<file path="src/rtl/mil_pkg.sv">
// Shared types and helpers for the MIL-STD-1553 word receiver.
package mil_pkg;

    // Receiver control states
    typedef enum logic [1:0] {
        StIdle,
        StSync1,
        StSync2,
        StData
    } rx_state_e;

    // Decoded differential line level
    typedef enum logic [1:0] {
        LineNul,
        LineHi,
        LineLo
    } line_e;

    // First-half polarity of the two sync types
    localparam line_e SYNC_CW = LineHi;
    localparam line_e SYNC_DW = LineLo;

    // Length of one sync half in clocks
    function automatic int unsigned sync_len(input int unsigned half_bit,
                                             input int unsigned sync_hb);
        return half_bit * sync_hb;
    endfunction

    // Map comparator pair onto a line level; both or neither asserted is NUL
    function automatic line_e decode_line(input logic p, input logic n);
        if (p && !n) begin
            return LineHi;
        end
        if (n && !p) begin
            return LineLo;
        end
        return LineNul;
    endfunction

endpackage

</file>
<file path="src/rtl/mil_line_decode.sv">
// Bus comparator front end: 2-FF synchroniser, line decode and edge detect.
module mil_line_decode
    import mil_pkg::*;
(
    input  logic  clk,
    input  logic  rst_n,
    input  logic  in_p,
    input  logic  in_n,
    output line_e line,
    output logic  line_edge
);

    logic [1:0] p_sync_q;
    logic [1:0] n_sync_q;
    line_e      line_q;

    // Synchronise the asynchronous comparator outputs
    always_ff @(posedge clk or negedge rst_n) begin
        if (!rst_n) begin
            p_sync_q <= 2'b00;
            n_sync_q <= 2'b00;
        end else begin
            p_sync_q <= {p_sync_q[0], in_p};
            n_sync_q <= {n_sync_q[0], in_n};
        end
    end

    assign line = decode_line(p_sync_q[1], n_sync_q[1]);

    // Previous line level for edge detection
    always_ff @(posedge clk or negedge rst_n) begin
        if (!rst_n) begin
            line_q <= LineNul;
        end else begin
            line_q <= line;
        end
    end

    assign line_edge = (line != line_q);

endmodule

</file>
<file path="src/rtl/mil_rx_word.sv">
// MIL-STD-1553 Manchester-II word receiver with valid/ready word output.
module mil_rx_word
    import mil_pkg::*;
#(
    parameter int unsigned HALF_BIT = 25,
    parameter int unsigned DATA_W   = 16,
    parameter int unsigned SYNC_TOL = 3,
    parameter int unsigned SYNC_HB  = 3
) (
    input  logic              clk,
    input  logic              rst_n,
    input  logic              in_p,
    input  logic              in_n,
    input  logic              rx_en,
    output logic [DATA_W-1:0] word_data,
    output logic              word_cw,
    output logic              word_valid,
    input  logic              word_ready,
    output logic              err_manch,
    output logic              err_parity,
    output logic              err_overrun,
    output logic              busy
);

    localparam int unsigned SyncLen = sync_len(HALF_BIT, SYNC_HB);
    localparam int unsigned SyncMin = SyncLen - SYNC_TOL;
    localparam int unsigned SyncMax = SyncLen + SYNC_TOL;
    localparam int unsigned BitLen  = 2 * HALF_BIT;
    localparam int unsigned CntW    = $clog2(SyncMax + 1);
    localparam int unsigned PhaseW  = $clog2(BitLen);
    localparam int unsigned BitW    = $clog2(DATA_W + 1);

    localparam logic [CntW-1:0]   CntMin    = CntW'(SyncMin);
    localparam logic [CntW-1:0]   CntLen    = CntW'(SyncLen);
    localparam logic [CntW-1:0]   CntMax    = CntW'(SyncMax);
    localparam logic [PhaseW-1:0] PhaseA    = PhaseW'(HALF_BIT / 2);
    localparam logic [PhaseW-1:0] PhaseB    = PhaseW'(HALF_BIT + HALF_BIT / 2);
    localparam logic [PhaseW-1:0] PhaseMid  = PhaseW'(HALF_BIT);
    localparam logic [PhaseW-1:0] PhaseLast = PhaseW'(BitLen - 1);
    localparam logic [PhaseW-1:0] ResyncLo  = PhaseW'(HALF_BIT - SYNC_TOL);
    localparam logic [PhaseW-1:0] ResyncHi  = PhaseW'(HALF_BIT + SYNC_TOL);
    localparam logic [BitW-1:0]   LastBit   = BitW'(DATA_W);

    line_e line;
    logic  line_edge;

    mil_line_decode u_line_decode (
        .clk      (clk),
        .rst_n    (rst_n),
        .in_p     (in_p),
        .in_n     (in_n),
        .line     (line),
        .line_edge(line_edge)
    );

    rx_state_e         state_q, state_d;
    logic [CntW-1:0]   cnt_q, cnt_d;
    line_e             pol_q, pol_d;
    logic              cw_q, cw_d;
    logic [PhaseW-1:0] phase_q, phase_d;
    logic [BitW-1:0]   bit_q, bit_d;
    line_e             half_a_q, half_a_d;
    logic [DATA_W-1:0] shreg_q, shreg_d;

    logic              word_load;
    logic              err_manch_d, err_parity_d, err_overrun_d;
    logic              bit_val;
    logic              parity_odd;

    logic [DATA_W-1:0] word_data_q;
    logic              word_cw_q, word_valid_q;
    logic              err_manch_q, err_parity_q, err_overrun_q;

    // The current bit is 1 when its first half was HI; parity covers data plus this bit
    assign bit_val    = (half_a_q == LineHi);
    assign parity_odd = ^{shreg_q, bit_val};

    // FSM state and datapath registers
    always_ff @(posedge clk or negedge rst_n) begin
        if (!rst_n) begin
            state_q  <= StIdle;
            cnt_q    <= '0;
            pol_q    <= LineNul;
            cw_q     <= 1'b0;
            phase_q  <= '0;
            bit_q    <= '0;
            half_a_q <= LineNul;
            shreg_q  <= '0;
        end else begin
            state_q  <= state_d;
            cnt_q    <= cnt_d;
            pol_q    <= pol_d;
            cw_q     <= cw_d;
            phase_q  <= phase_d;
            bit_q    <= bit_d;
            half_a_q <= half_a_d;
            shreg_q  <= shreg_d;
        end
    end

    // Next-state: sync qualification, bit sampling with mid-bit resync, word outcome
    always_comb begin
        state_d       = state_q;
        cnt_d         = cnt_q;
        pol_d         = pol_q;
        cw_d          = cw_q;
        phase_d       = phase_q;
        bit_d         = bit_q;
        half_a_d      = half_a_q;
        shreg_d       = shreg_q;
        word_load     = 1'b0;
        err_manch_d   = 1'b0;
        err_parity_d  = 1'b0;
        err_overrun_d = 1'b0;

        unique case (state_q)
            StIdle: begin
                // A line already driven counts as the first sync clock
                if (rx_en && line != LineNul) begin
                    cnt_d   = CntW'(1);
                    pol_d   = line;
                    cw_d    = (line == SYNC_CW);
                    state_d = StSync1;
                end
            end

            StSync1: begin
                if (line == pol_q) begin
                    if (cnt_q == CntMax) begin
                        state_d = StIdle;
                    end else begin
                        cnt_d = cnt_q + CntW'(1);
                    end
                end else if (line != LineNul && cnt_q >= CntMin && cnt_q <= CntMax) begin
                    cnt_d   = CntW'(1);
                    pol_d   = line;
                    state_d = StSync2;
                end else begin
                    state_d = StIdle;
                end
            end

            StSync2: begin
                // Edges are tolerated near the end: the first data bit may start early
                if (line != pol_q && cnt_q < CntMin) begin
                    state_d = StIdle;
                end else if (cnt_q == CntLen) begin
                    phase_d = '0;
                    bit_d   = '0;
                    state_d = StData;
                end else begin
                    cnt_d = cnt_q + CntW'(1);
                end
            end

            StData: begin
                if (phase_q == PhaseLast) begin
                    phase_d = '0;
                    bit_d   = bit_q + BitW'(1);
                end else begin
                    phase_d = phase_q + PhaseW'(1);
                end

                // Re-centre on the guaranteed mid-bit transition
                if (line_edge && phase_q >= ResyncLo && phase_q <= ResyncHi) begin
                    phase_d = PhaseMid;
                end

                if (phase_q == PhaseA) begin
                    half_a_d = line;
                end

                if (phase_q == PhaseB) begin
                    if (half_a_q == LineNul || line == LineNul || half_a_q == line) begin
                        err_manch_d = 1'b1;
                        state_d     = StIdle;
                    end else if (bit_q == LastBit) begin
                        state_d = StIdle;
                        if (!parity_odd) begin
                            err_parity_d = 1'b1;
                        end else if (word_valid_q && !word_ready) begin
                            err_overrun_d = 1'b1;
                        end else begin
                            word_load = 1'b1;
                        end
                    end else begin
                        shreg_d = DATA_W'({shreg_q, bit_val});
                    end
                end
            end
        endcase

        // Disabling the receiver discards any partial word silently
        if (!rx_en) begin
            state_d       = StIdle;
            word_load     = 1'b0;
            err_manch_d   = 1'b0;
            err_parity_d  = 1'b0;
            err_overrun_d = 1'b0;
        end
    end

    // Output word holding register and valid/ready handshake
    always_ff @(posedge clk or negedge rst_n) begin
        if (!rst_n) begin
            word_data_q  <= '0;
            word_cw_q    <= 1'b0;
            word_valid_q <= 1'b0;
        end else if (word_load) begin
            word_data_q  <= shreg_q;
            word_cw_q    <= cw_q;
            word_valid_q <= 1'b1;
        end else if (word_valid_q && word_ready) begin
            word_valid_q <= 1'b0;
        end
    end

    // Registered one-cycle error pulses
    always_ff @(posedge clk or negedge rst_n) begin
        if (!rst_n) begin
            err_manch_q   <= 1'b0;
            err_parity_q  <= 1'b0;
            err_overrun_q <= 1'b0;
        end else begin
            err_manch_q   <= err_manch_d;
            err_parity_q  <= err_parity_d;
            err_overrun_q <= err_overrun_d;
        end
    end

    assign word_data   = word_data_q;
    assign word_cw     = word_cw_q;
    assign word_valid  = word_valid_q;
    assign err_manch   = err_manch_q;
    assign err_parity  = err_parity_q;
    assign err_overrun = err_overrun_q;
    assign busy        = (state_q != StIdle);

endmodule
</file>
<file path="config.mk">
export PLATFORM = sky130hd
export DESIGN_NAME = mil_rx_word
export DESIGN_NICKNAME = d
export VERILOG_FILES = /design/src/rtl/mil_pkg.sv /design/src/rtl/mil_line_decode.sv /design/src/rtl/mil_rx_word.sv
export SDC_FILE = /design/constraint.sdc
export NUM_CORES = 1
export LEC_CHECK = 0
export ABC_AREA = 0
export BUFFER_PORTS_ARGS = -buffer_cell sky130_fd_sc_hd__buf_2
export CAP_MARGIN = 30
export CORE_UTILIZATION = 55
export DETAILED_ROUTE_END_ITERATION = 16
export GPL_TIMING_DRIVEN = 0
export HOLD_SLACK_MARGIN = 0.1
export PLACE_DENSITY = 0.78
export RECOVER_POWER = 100
export SYNTH_ARGS = -nofsm -noshare
export SYNTH_HDL_FRONTEND = slang
export SYNTH_SLANG_ARGS = --single-unit
</file>
<file path="constraint.sdc">
create_clock -name clk -period 2.6 [get_ports clk]
set_input_delay 0.52 -clock clk [delete_from_list [all_inputs] [get_ports clk]]
set_output_delay 0.52 -clock clk [all_outputs]
set_load 0.01 [all_outputs]
</file>
==> flow_metrics.tcl <==
set metrics [dict create \
    fin_skew_ns 0.008138 \
    synth.distinct_cells 50 \
    final-hold-violation-count 0 \
    clk_latency_ns 0.35 \
    timing.final.crit_share_pct 95.15 \
    power.density_mw_per_mm2 625.9 \
    worst_setup_path_end_kind "flop" \
    io_pins 28 \
    antenna_cells 0 \
    netlist.top_cell.by_area "dfrtp_1" \
    vias 2473 \
    drive_gt1_share_pct 17.73 \
    max_slew.worst_pin.slew_ns 1.650 \
    cp_slowest_cell "dfrtp_1" \
    drt_iter0_markers 133 \
    cts_num_sinks 68 \
    final_cell_mix "dfrtp_1 (68), clkbuf_1 (28), mux2_2 (25)" \
    drc 0 \
    dp.final_hpwl_um 4456 \
    die-height_um 82.37 \
    die_w_um 82.37 \
    synth_area_per_cell_um2 11.07 \
    yosys_warnings 0 \
    min_path_cells 1 \
    relSlewSlack_pct -10.01 \
    setup_tns_ns 0 \
    leakage_nw 1.831 \
    vdd_drop_max_uv 533.4 \
    preCtsSetupSlack_ns -0.07477 \
    synth.area.top_cells "dfrtp_1 (48%), mux2_2 (7.9%), ha_1 (4.9%)" \
    max_stage_delay_ns 0.41 \
    synth_top_area_share_pct 47.90 \
    period_minus_slack_ns 2.474 \
    grt_usage_pct 21.70 \
    wl_per_cell_um 15.06 \
    clkTransAtPathRegs_ns 0.08 \
    slew_viol_final 69 \
    grt_pass1_vias 2295 \
    cts_resized 0 \
    nets 376 \
    grt_max_degree 69 \
    grt-ovfl-total 0 \
    cp.required_ns 2.83 \
    synth.yosys.seq_area_share_pct 47.90 \
    r2r_setup_slack_ns 0.13 \
    rows 28 \
    fin_ws_ns 0.1261 \
    dp.cells 423 \
    hp-class "in -> reg" \
    start_kind "flop" \
    violations "max-capacitance violations, max-slew violations" \
    htreeDepth 3 \
    crit_path_cell_trace "ha_1 > buf_2 > inv_1 > or2_2 > nor2_1 > and4_1 > nand3_4 > buf_6 > mux2_1" \
    cts_hold_buf 0 \
    final_common_cell "dfrtp_1" \
    reg2reg_from "state_q[0]" \
    die-area_mm2 0.006784 \
    tritoncts "built" \
    core_mm2 0.006061 \
    rr_endpoint "word_data[10]" \
    synth_nets 341 \
    hold_end "u_line_decode.n_sync_q[0]" \
    fin_cells 436 \
    post_cts.repair.setup_buffers 0 \
    synth-edff-count 0 \
    reg2regPathDepth 9 \
    cts-root-buf "clkbuf_8" \
    critical_path_class "reg -> reg" \
    grt_pass1_wl_um 10850 \
    area_delta_synth_final_pct 12.01 \
    initial_core_util_pct 58.61 \
    via_per_inst 5.672 \
    critPathBufInv 3 \
    async_flop_share_pct 100.0 \
    cpLargestDelayFamily "simple AND/OR/NAND/NOR gates" \
    status "complete, but fails checks" \
    cp.arrival_ns 2.71 \
    ys_ff_latch 68 \
    cts_made_buffers 9 \
    io_buffers 27 \
    routed_wirelength_um 6567 \
    holdCritStartpoint "in_n" \
    postRouteAntennaNets 0 \
    worstPathMaxFanout 10 \
    firstDrtPassIters 4 \
    drv_cap 1 \
    synth_top_flop_cell "dfrtp_1" \
    routabilityCongestion 0.8332 \
    netlist_area_mm2 0.003552 \
    antenna_found_initial 0 \
    netlist_instances 321 \
    max_freq_mhz 404.2 \
    cts_buffer_depth 2 \
    finalSetupViolCount 0 \
    fill_cells 477 \
    rsz0062_at_grt "false" \
]
==> per-layer routing <==
metal	share of wire (%)	GRT usage [%]
met1	50	30.65
met2	45	31.82
met3	3.4	3.956
met4	2.0	11.05
met5	0	0
==> synthesized netlist by cell type, drive strengths merged, types with 3 or more instances <==
master,number
a21o,4
a21oi,12
and3,6
buf,5
clkbuf,7
dfrtp,68
ha,14
inv,19
mux2,35
nand2,11
nand2b,10
nand3,10
nor2,16
nor2b,4
nor3,6
o21a,4
o21ai,22
o22ai,6
o31ai,8
or2,3
xnor2,18
==> layout make-up <==
class | instances | area, µm² | area share (%)
Inverter | 19 | 71.32 | 1.792
Sequential cell | 68 | 1702 | 42.77
Buffer | 9 | 45.04 | 1.132
Tap cell | 75 | 93.84 | 2.358
Multi-Input combinational cell | 222 | 1720 | 43.24
Clock inverter | 6 | 111.4 | 2.799
Timing Repair Buffer | 27 | 107.6 | 2.704
Clock buffer | 10 | 127.6 | 3.208
==> flip-flops by register name, indices dropped and copies added (netlist names), 2 cells and up <==
name / cells
shreg_q: 16
word_data: 16
cnt_q: 7
phase_q: 6
bit_q: 5
half_a_q: 2
pol_q: 2
state_q: 2
u_line_decode.line_q: 2
u_line_decode.n_sync_q: 2
u_line_decode.p_sync_q: 2
==> worst max path at each step <==
stage	to	slack, ns	from	cells past startpoint
2_1_floorplan	shreg_q[10]	0.31	u_line_decode.n_sync_q[1]	10
3_3_place_gp	shreg_q[6]	0.04	u_line_decode.n_sync_q[1]	10
3_5_place_dp	shreg_q[7]	-0.07	u_line_decode.n_sync_q[1]	10
4_1_cts	shreg_q[14]	0.03	u_line_decode.n_sync_q[1]	9
5_1_grt	shreg_q[7]	0.02	u_line_decode.p_sync_q[1]	8
6_report	word_data[10]	0.13	state_q[0]	9
==> logic make-up (layout without fill, tap and decap cells) <==
family | Yosys count | after routing | synth area share, %
xor+xnor | 21 | 21 | 5.777
buf+inv | 31 | 71 | 3.628
flops | 68 | 68 | 47.90
mux | 37 | 37 | 12.72
fa+ha+maj | 14 | 14 | 4.931
compound gates | 70 | 70 | 12.54
simple gates | 80 | 80 | 12.50
==> stage by stage <==
stage | hold slack, ns | utilization (%) | total power, mW | area (µm²)
finish | 0.2789 | 65.65 | 2.491 | 3979
global route | 0.2730 | 65.65 | 2.593 | 3979
global placement | 0.3337 | 62.39 | 1.438 | 3781
floorplan | 0.2244 | - | 1.365 | 3552
detailed placement | 0.3472 | 62.43 | 1.451 | 3784
CTS | 0.2647 | 66.25 | 2.504 | 4015
==> where the power goes <==
part	internal [mW]	switching, mW	leakage [nW]
Sequential	1.10	0.0402	0.931
Combinational	0.119	0.181	0.783
Clock	0.639	0.416	0.117
(Power assumes the default switching activity.)
